$ cat src/rtl/packet_sum_text.sv
// Sum-to-text formatter: converts a 16-bit unsigned sum to decimal ASCII
// (leading zeros suppressed, CR LF or LF terminated) with a serial double-dabble.
module packet_sum_text #(
  parameter bit EOL_CRLF = 1'b1
) (
  input  logic        clock,
  input  logic        reset,
  input  logic        input_valid,
  output logic        input_ready,
  input  logic [15:0] input_data,
  output logic        output_valid,
  input  logic        output_ready,
  output logic [7:0]  output_data,
  output logic        output_last
);

  typedef enum logic [1:0] {IDLE, CONVERT, LOAD, EMIT} state_t;
  typedef enum logic [1:0] {TAIL_DIGIT, TAIL_CR, TAIL_LF} tail_t;

  state_t      state, state_next;
  tail_t       tail, tail_next;
  logic [15:0] bin, bin_next;
  logic [19:0] bcd, bcd_next;
  logic [3:0]  step, step_next;
  logic [2:0]  digit, digit_next;
  logic [2:0]  digit_dec;
  logic        valid_next, last_next;
  logic [7:0]  data_next;
  logic [19:0] bcd_adj;
  logic [2:0]  first_nz;

  function automatic logic [7:0] ascii(input logic [3:0] d);
    return 8'h30 + {4'h0, d};
  endfunction

  function automatic logic [3:0] digit_of(input logic [19:0] b, input logic [2:0] i);
    return b[{i, 2'b00} +: 4];
  endfunction

  // Per-digit add-3 correction and leading-digit search over the BCD register.
  always_comb begin
    bcd_adj  = bcd;
    first_nz = '0;
    for (int unsigned i = 0; i < 5; i++) begin
      if (bcd[4*i +: 4] >= 4'd5) bcd_adj[4*i +: 4] = bcd[4*i +: 4] + 4'd3;
      if (bcd[4*i +: 4] != '0) first_nz = 3'(i);
    end
  end

  assign digit_dec = digit - 3'd1;

  always_comb begin
    state_next  = state;
    tail_next   = tail;
    bin_next    = bin;
    bcd_next    = bcd;
    step_next   = step;
    digit_next  = digit;
    valid_next  = output_valid;
    data_next   = output_data;
    last_next   = output_last;
    input_ready = 1'b0;
    case (state)
      IDLE: begin
        input_ready = !reset;
        if (input_valid) begin
          bin_next   = input_data;
          bcd_next   = '0;
          step_next  = '0;
          state_next = CONVERT;
        end
      end
      CONVERT: begin
        {bcd_next, bin_next} = {bcd_adj, bin} << 1;
        step_next = step + 4'd1;
        if (step == 4'd15) state_next = LOAD;
      end
      LOAD: begin
        digit_next = first_nz;
        tail_next  = TAIL_DIGIT;
        data_next  = ascii(digit_of(bcd, first_nz));
        valid_next = 1'b1;
        last_next  = 1'b0;
        state_next = EMIT;
      end
      EMIT: begin
        if (output_ready) begin
          case (tail)
            TAIL_DIGIT: begin
              if (digit != '0) begin
                digit_next = digit_dec;
                data_next  = ascii(digit_of(bcd, digit_dec));
              end else if (EOL_CRLF) begin
                tail_next = TAIL_CR;
                data_next = 8'h0D;
              end else begin
                tail_next = TAIL_LF;
                data_next = 8'h0A;
                last_next = 1'b1;
              end
            end
            TAIL_CR: begin
              tail_next = TAIL_LF;
              data_next = 8'h0A;
              last_next = 1'b1;
            end
            default: begin
              valid_next = 1'b0;
              last_next  = 1'b0;
              state_next = IDLE;
            end
          endcase
        end
      end
      default: state_next = IDLE;
    endcase
  end

  always_ff @(posedge clock) begin
    if (reset) begin
      state        <= IDLE;
      tail         <= TAIL_DIGIT;
      bin          <= '0;
      bcd          <= '0;
      step         <= '0;
      digit        <= '0;
      output_valid <= 1'b0;
      output_data  <= 8'h00;
      output_last  <= 1'b0;
    end else begin
      state        <= state_next;
      tail         <= tail_next;
      bin          <= bin_next;
      bcd          <= bcd_next;
      step         <= step_next;
      digit        <= digit_next;
      output_valid <= valid_next;
      output_data  <= data_next;
      output_last  <= last_next;
    end
  end

endmodule

$ cat config.mk
export PLATFORM = sky130hd
export DESIGN_NAME = packet_sum_text
export DESIGN_NICKNAME = d
export VERILOG_FILES = /design/src/rtl/packet_sum_text.sv
export SDC_FILE = /design/constraint.sdc
export NUM_CORES = 1
export LEC_CHECK = 0
export BUFFER_PORTS_ARGS = -buffer_cell sky130_fd_sc_hd__buf_4
export CAP_MARGIN = 20
export CORE_MARGIN = 1
export CORE_UTILIZATION = 45
export CTS_CLUSTER_DIAMETER = 120
export CTS_CLUSTER_SIZE = 10
export DETAILED_ROUTE_END_ITERATION = 6
export SLEW_MARGIN = 25
export SYNTH_ARGS = -nofsm -noshare
export SYNTH_HDL_FRONTEND = slang
export SYNTH_SLANG_ARGS = --single-unit
export TNS_END_PERCENT = 50
$ cat constraint.sdc
create_clock -name clock -period 2.6 [get_ports clock]
set_input_delay 0.26 -clock clock [delete_from_list [all_inputs] [get_ports clock]]
set_output_delay 0.26 -clock clock [all_outputs]
set_load 0.05 [all_outputs]
* Word-level counts from Yosys, hierarchy flattened
Index checks and enable logic that the tools add are counted.
Operators by class: add/sub/neg operators 9, magnitude comparators 5, equal/unequal tests 14, shift-type cells 2, mux-type cells 39, reductions and logical operators 18
Operators by type and width (count):
- 20-bit case mux with 2 select lines | 1
- 20-bit by 6-bit indexed part select with 4-bit output | 2
- 16-bit case mux with 2 select lines | 1
- 8-bit case mux with 2 select lines | 2
- 3-bit two-way mux | 7
- 4-bit by 3-bit >= comparator with 1-bit output, second input constant | 5
- 20-bit two-way mux | 1
- 4-bit two-way mux | 5
- 4-bit by 2-bit adder with 4-bit output, second input constant | 4
- 16-bit two-way mux | 1
- 4-bit nonzero test | 4
- 6-bit by 4-bit adder with 7-bit output, first input constant | 2
- 2-bit inequality test, second input constant | 7
- 2-bit two-way mux | 6
- 4-bit AND reduction | 3
- 3-bit AND reduction | 3
- 8-bit two-way mux | 1
- 2-bit case mux with 2 select lines | 2
- 2-bit case mux with 4 select lines | 1
- 4-bit case mux with 2 select lines | 1
- 7-bit two-way mux | 1
- 3-bit inequality test, second input constant | 2
- 1-bit case mux with 2 select lines | 3
- 3-bit case mux with 2 select lines | 1
- other kinds (13) | 21
Word-level totals: register bits after elaboration 57, input bits 20, output and inout bits 11, logic and storage cells 96

* Longest topological paths before layout
depth after elaboration 8, depth in mapped cells 8, depth with buffers taken out 7

* Least setup slack after synthesis
Ideal clock, no wire load.
path type register to register, from register digit[0], to register output_data[0], setup time 0.122 ns, data arrival time 1.964 ns, data required time 2.478 ns, slack 0.514 ns, cell stages (with the launch flop) 9, buffers on the path 1, clock period less this slack 2.086 ns, cells stage by stage dfxtp_1 -> inv_1 -> ha_1 -> buf_2 -> mux2i_1 -> nor3_1 -> a2111oi_0 -> nor4_1 -> a221o_1
Between the ends: cells in the longest elaborated chain, start to end 7, elaborated cells between the ends (all ways) 8, those cells by class 2 x add/sub; 1 x shift; 4 x mux; 1 x reduce/logical
RTL lines:
- start, declared | line 25 | logic [2:0] digit, digit_next;
- start signal, assigned | line 136 | digit <= digit_next;
- 3-bit by 1-bit subtractor with 3-bit output | line 50 | assign digit_dec = digit - 3'd1;
- 20-bit by 6-bit indexed part select with 4-bit output | line 37 | return b[{i, 2'b00} +: 4];
- 6-bit by 4-bit adder with 7-bit output | line 33 | return 8'h30 + {4'h0, d};
- 7-bit two-way mux (*) | line 90 | if (digit != '0) begin
- 8-bit case mux with 2 select lines (*) | line 88 | case (tail)
- 8-bit two-way mux (*) | line 87 | if (output_ready) begin
- 8-bit case mux with 2 select lines (*) | line 63 | case (state)
- end signal, assigned | line 138 | output_data <= data_next;
- end, declared | line 13 | output logic [7:0] output_data,
Every way passes the cells marked *; elsewhere a longest branch is shown, timed or not. The select of a mux whose other input is x is not followed. A chain may end at the register's enable or synchronous reset.

* Worst setup path after layout
Same ends and word-level chain as after synthesis.

==> summary.md <==
| Metric | Value |
|---|---|
| N_diodes | 0 |
| Commonest non-fill, non-tap cell in the layout | dfxtp_1 |
| Worst slew margin | 59.20% |
| Via/cell ratio | 5.667 |
| Cells on worst reg2reg path | 7 |
| CTS tree | done |
| Crit path largest cell delay | 450 ps |
| Setup crit start kind | register |
| CORE AREA | 6756 µm² |
| Final Hold Fails | 0 |
| CP delay by family, top | compound AO/OA/AOI/OAI gates |
| CP Cell Sequence | inv_1 > ha_1 > xor2_2 > and3_1 > a2111oi_0 > nor4_1 > a221o_1 |
| GRT overflow | 0 |
| Post-route DRC | 0 |
| CTS Hold Bufs | 0 |
| Skew final | approximately 12 ps |
| Reg2reg end | output_data[0] |
| Max Fanout on Critical Path | 8 |
| Maximum clock path buffer count | 2 |
| Post-detailed-placement half-perimeter wirelength | 5.092 mm |
| Synth Register Bits | 54 |
| Share of layout cells above drive strength 1 | between 10 and 15% |
| Slowest cell on crit path | dfxtp_1 |
| All-Layer GR Usage | 20.44% |
| Fillers | 667 |
| Row Count | 30 |
| Ys Warns | 0 |
| Clock Sinks | 54 |
| Cell Area, Synth | around 3100 µm² |
| Worst path buffer plus inverter count | 1 |
| Period utilisation layout | 85.02% |
| Routed WL per cell | about 15 µm |
| Iteration-0 DRC count of the detailed router | 210 |
| Worst Path Arrival | 2420 ps |
| Worst Max-Slew Pin Slew | 607.9 ps |
| Max Cap Viol | 0 |
| Hold Crit Depth | 3 |
| Reg-to-reg setup timing slack | 390 ps |
| First-pass GRT wire length | 11.93 mm |
| Req. time, crit path | 2810 ps |
| Leakage | ~1.3 nW |
| TritonCTS buffer count | 5 |
| Distinct cell type count after synthesis | 51 |
| Die ar. | 7297 µm² |
| Syn avg cell area | 8.072 µm² |
| Async S/R FF share, synth | 0% |
| Routed WL | ~7.2 mm |
| Final net count | 444 |
| Root buffer cell | clkbuf_8 |
| Post-layout min period | between 2000 and 2500 ps |
| Cells after Synth | 388 |
| DR vias | 2760 |
| Hold WS | a little over 200 ps |
| # IOs | 31 |
| Endpoints failing setup | 0 |
| Worst reg2reg startpoint | digit[0] |
| Post-synth EDFFs | 0 |
| Pin count of the biggest net entering global routing | 31 |
| Worst Hold Class | input port to register |
| Clock latency on the worst-skew pair | approximately 310 ps |
| Hold endpoint | bin[0] |
| Max VDD drop | approximately 0.44 mV |
| Initial Util | a little under half |
| Top FF cell, synth | dfxtp_1 |
| H-tree depth | 2 |
| Hold Startpoint | input_data[0] |
| Final Max Slew Viols | 0 |
| Outcome | completed |
| Horiz. Die Dim | 85.43 µm |
| Pwr dens | between 800 and 900 nW/µm² |
| ANT nets after route | 0 |
| Height of the die | around 85 µm |
| Drt pass-1 iters | 4 |
| Worst setup EP type | register |
| Area grow syn2layout | 12.03% |
| CTS resizes | 0 |
| Vias in the first global route | 2452 |
| Fmax | about 450 MHz |
| Post-CTS Setup Bufs | 0 |
| Register area share after synthesis | 34.52% |
| RSZ-0062 raised after global routing | no |
| Setup TNS | 0 ps |
| Commonest non-fill, non-tap cells in the layout | dfxtp_1 (54), nor2_1 (53), buf_4 (35) |
| Total power | 3.093 mW |
| Critical path class | register to register |
| Clock-pin slew on the worst setup and hold paths | 110 ps |
| Port bufs | 28 |
| Initial antenna violation count | 0 |
| GP Congestion | 0.9091 |
## where the power goes
part,total (mW),switching (mW),internal (mW),leakage (nW)
clock,0.607,0.290,0.317,0.0618
combinational,1.37,0.883,0.483,0.827
sequential,1.12,0.112,1.01,0.440
total,3.09,1.28,1.81,1.33
## how the worst max path moves through the flow
stage / from / end / slack, ps / cells past startpoint
CTS: digit[0] / output_data[0] / 410 / 7
detailed placement: digit[0] / output_data[0] / 440 / 7
floorplan: digit[0] / output_data[0] / 510 / 8
finish: digit[0] / output_data[0] / 390 / 7
global route: digit[0] / output_data[0] / 150 / 7
global placement: digit[0] / output_data[0] / 470 / 7
## routing by layer
layer	up-vias	wire, µm	part of all wire (%)	GRT usage (%)
li1	1416	-	-	-
met1	1284	3590	50	29.39
met2	54	3276	45	31.13
met3	6	260	3.6	3.210
met4	0	81	1.1	6.818
met5	-	0	0	0
## logic make-up after synthesis
kind of cell / count (synthesis) / synth area share, %
simple gates: 135 / 20.58
compound gates: 109 / 23.33
flops: 54 / 34.52
buf+inv: 45 / 5.953
mux: 20 / 6.392
fa+ha+maj: 18 / 7.191
xor+xnor: 6 / 1.918
other cells: 1 / 0.1197
## sequential cells by signal, summed over array words and instances, names as in the netlist, 2 cells and up
register / count
bin: 16
digit: 3
tail: 2
state: 2
output_data: 5
bcd: 20
step: 4
## cells in the mapped netlist, types with 2 or more instances
cell type	number	area, µm²
buf_4	3	22.52
or3b_1	2	17.52
o31ai_1	5	37.54
nand3_1	6	30.03
nor2b_1	5	31.28
a21oi_1	19	95.09
ha_1	18	225.2
o21a_1	2	15.01
a21o_1	2	15.01
buf_2	4	20.02
a32oi_1	6	52.55
xnor2_1	5	43.79
nor3_1	16	80.08
o22ai_1	13	81.33
a211oi_1	10	75.07
nor2_1	53	198.9
a221oi_1	2	17.52
o21ai_0	23	115.1
a22oi_1	16	120.1
buf_1	2	7.510
nand2_1	26	97.59
and3_1	2	12.51
inv_1	20	75.07
clkbuf_1	15	56.30
a31oi_1	2	12.51
mux2i_1	20	200.2
dfxtp_1	54	1081
and2b_1	2	15.01
nand2b_1	12	75.07
nand3b_1	2	15.01
## tightest hold or removal path, delay by kind of cell
family / cells / cell delay, ps
and+or+nand+nor: 1 / 80
AOI/OAI and AO/OA: 1 / 60
buffers and inverters: 1 / 80
## metrics by stage
| step | worst slack, ps | area [µm²] | util, % | instances |
|---|---|---|---|---|
| finish | 389.5 | 3508 | 51.93 | 487 |
| global route | 153.3 | 3508 | 51.93 | 487 |
| CTS | 413.4 | 3508 | 51.93 | 487 |
| detailed placement | 443.7 | 3387 | 50.13 | 479 |
| global placement | 468.0 | 3387 | 50.13 | 479 |
| floorplan | 514.5 | 3136 | - | 389 |
## cell type report
type / count / area (µm²) / area share (%)
Timing Repair Buffer: 35 / 262.8 / 7.489
Tap cell: 80 / 100.1 / 2.853
Multi-Input combinational cell: 290 / 1868 / 53.25
Clock buffer: 6 / 82.58 / 2.354
Sequential cell: 54 / 1081 / 30.81
Inverter: 20 / 75.07 / 2.140
Clock inverter: 2 / 38.79 / 1.106
Note: power is estimated with default switching activity, not from simulation.
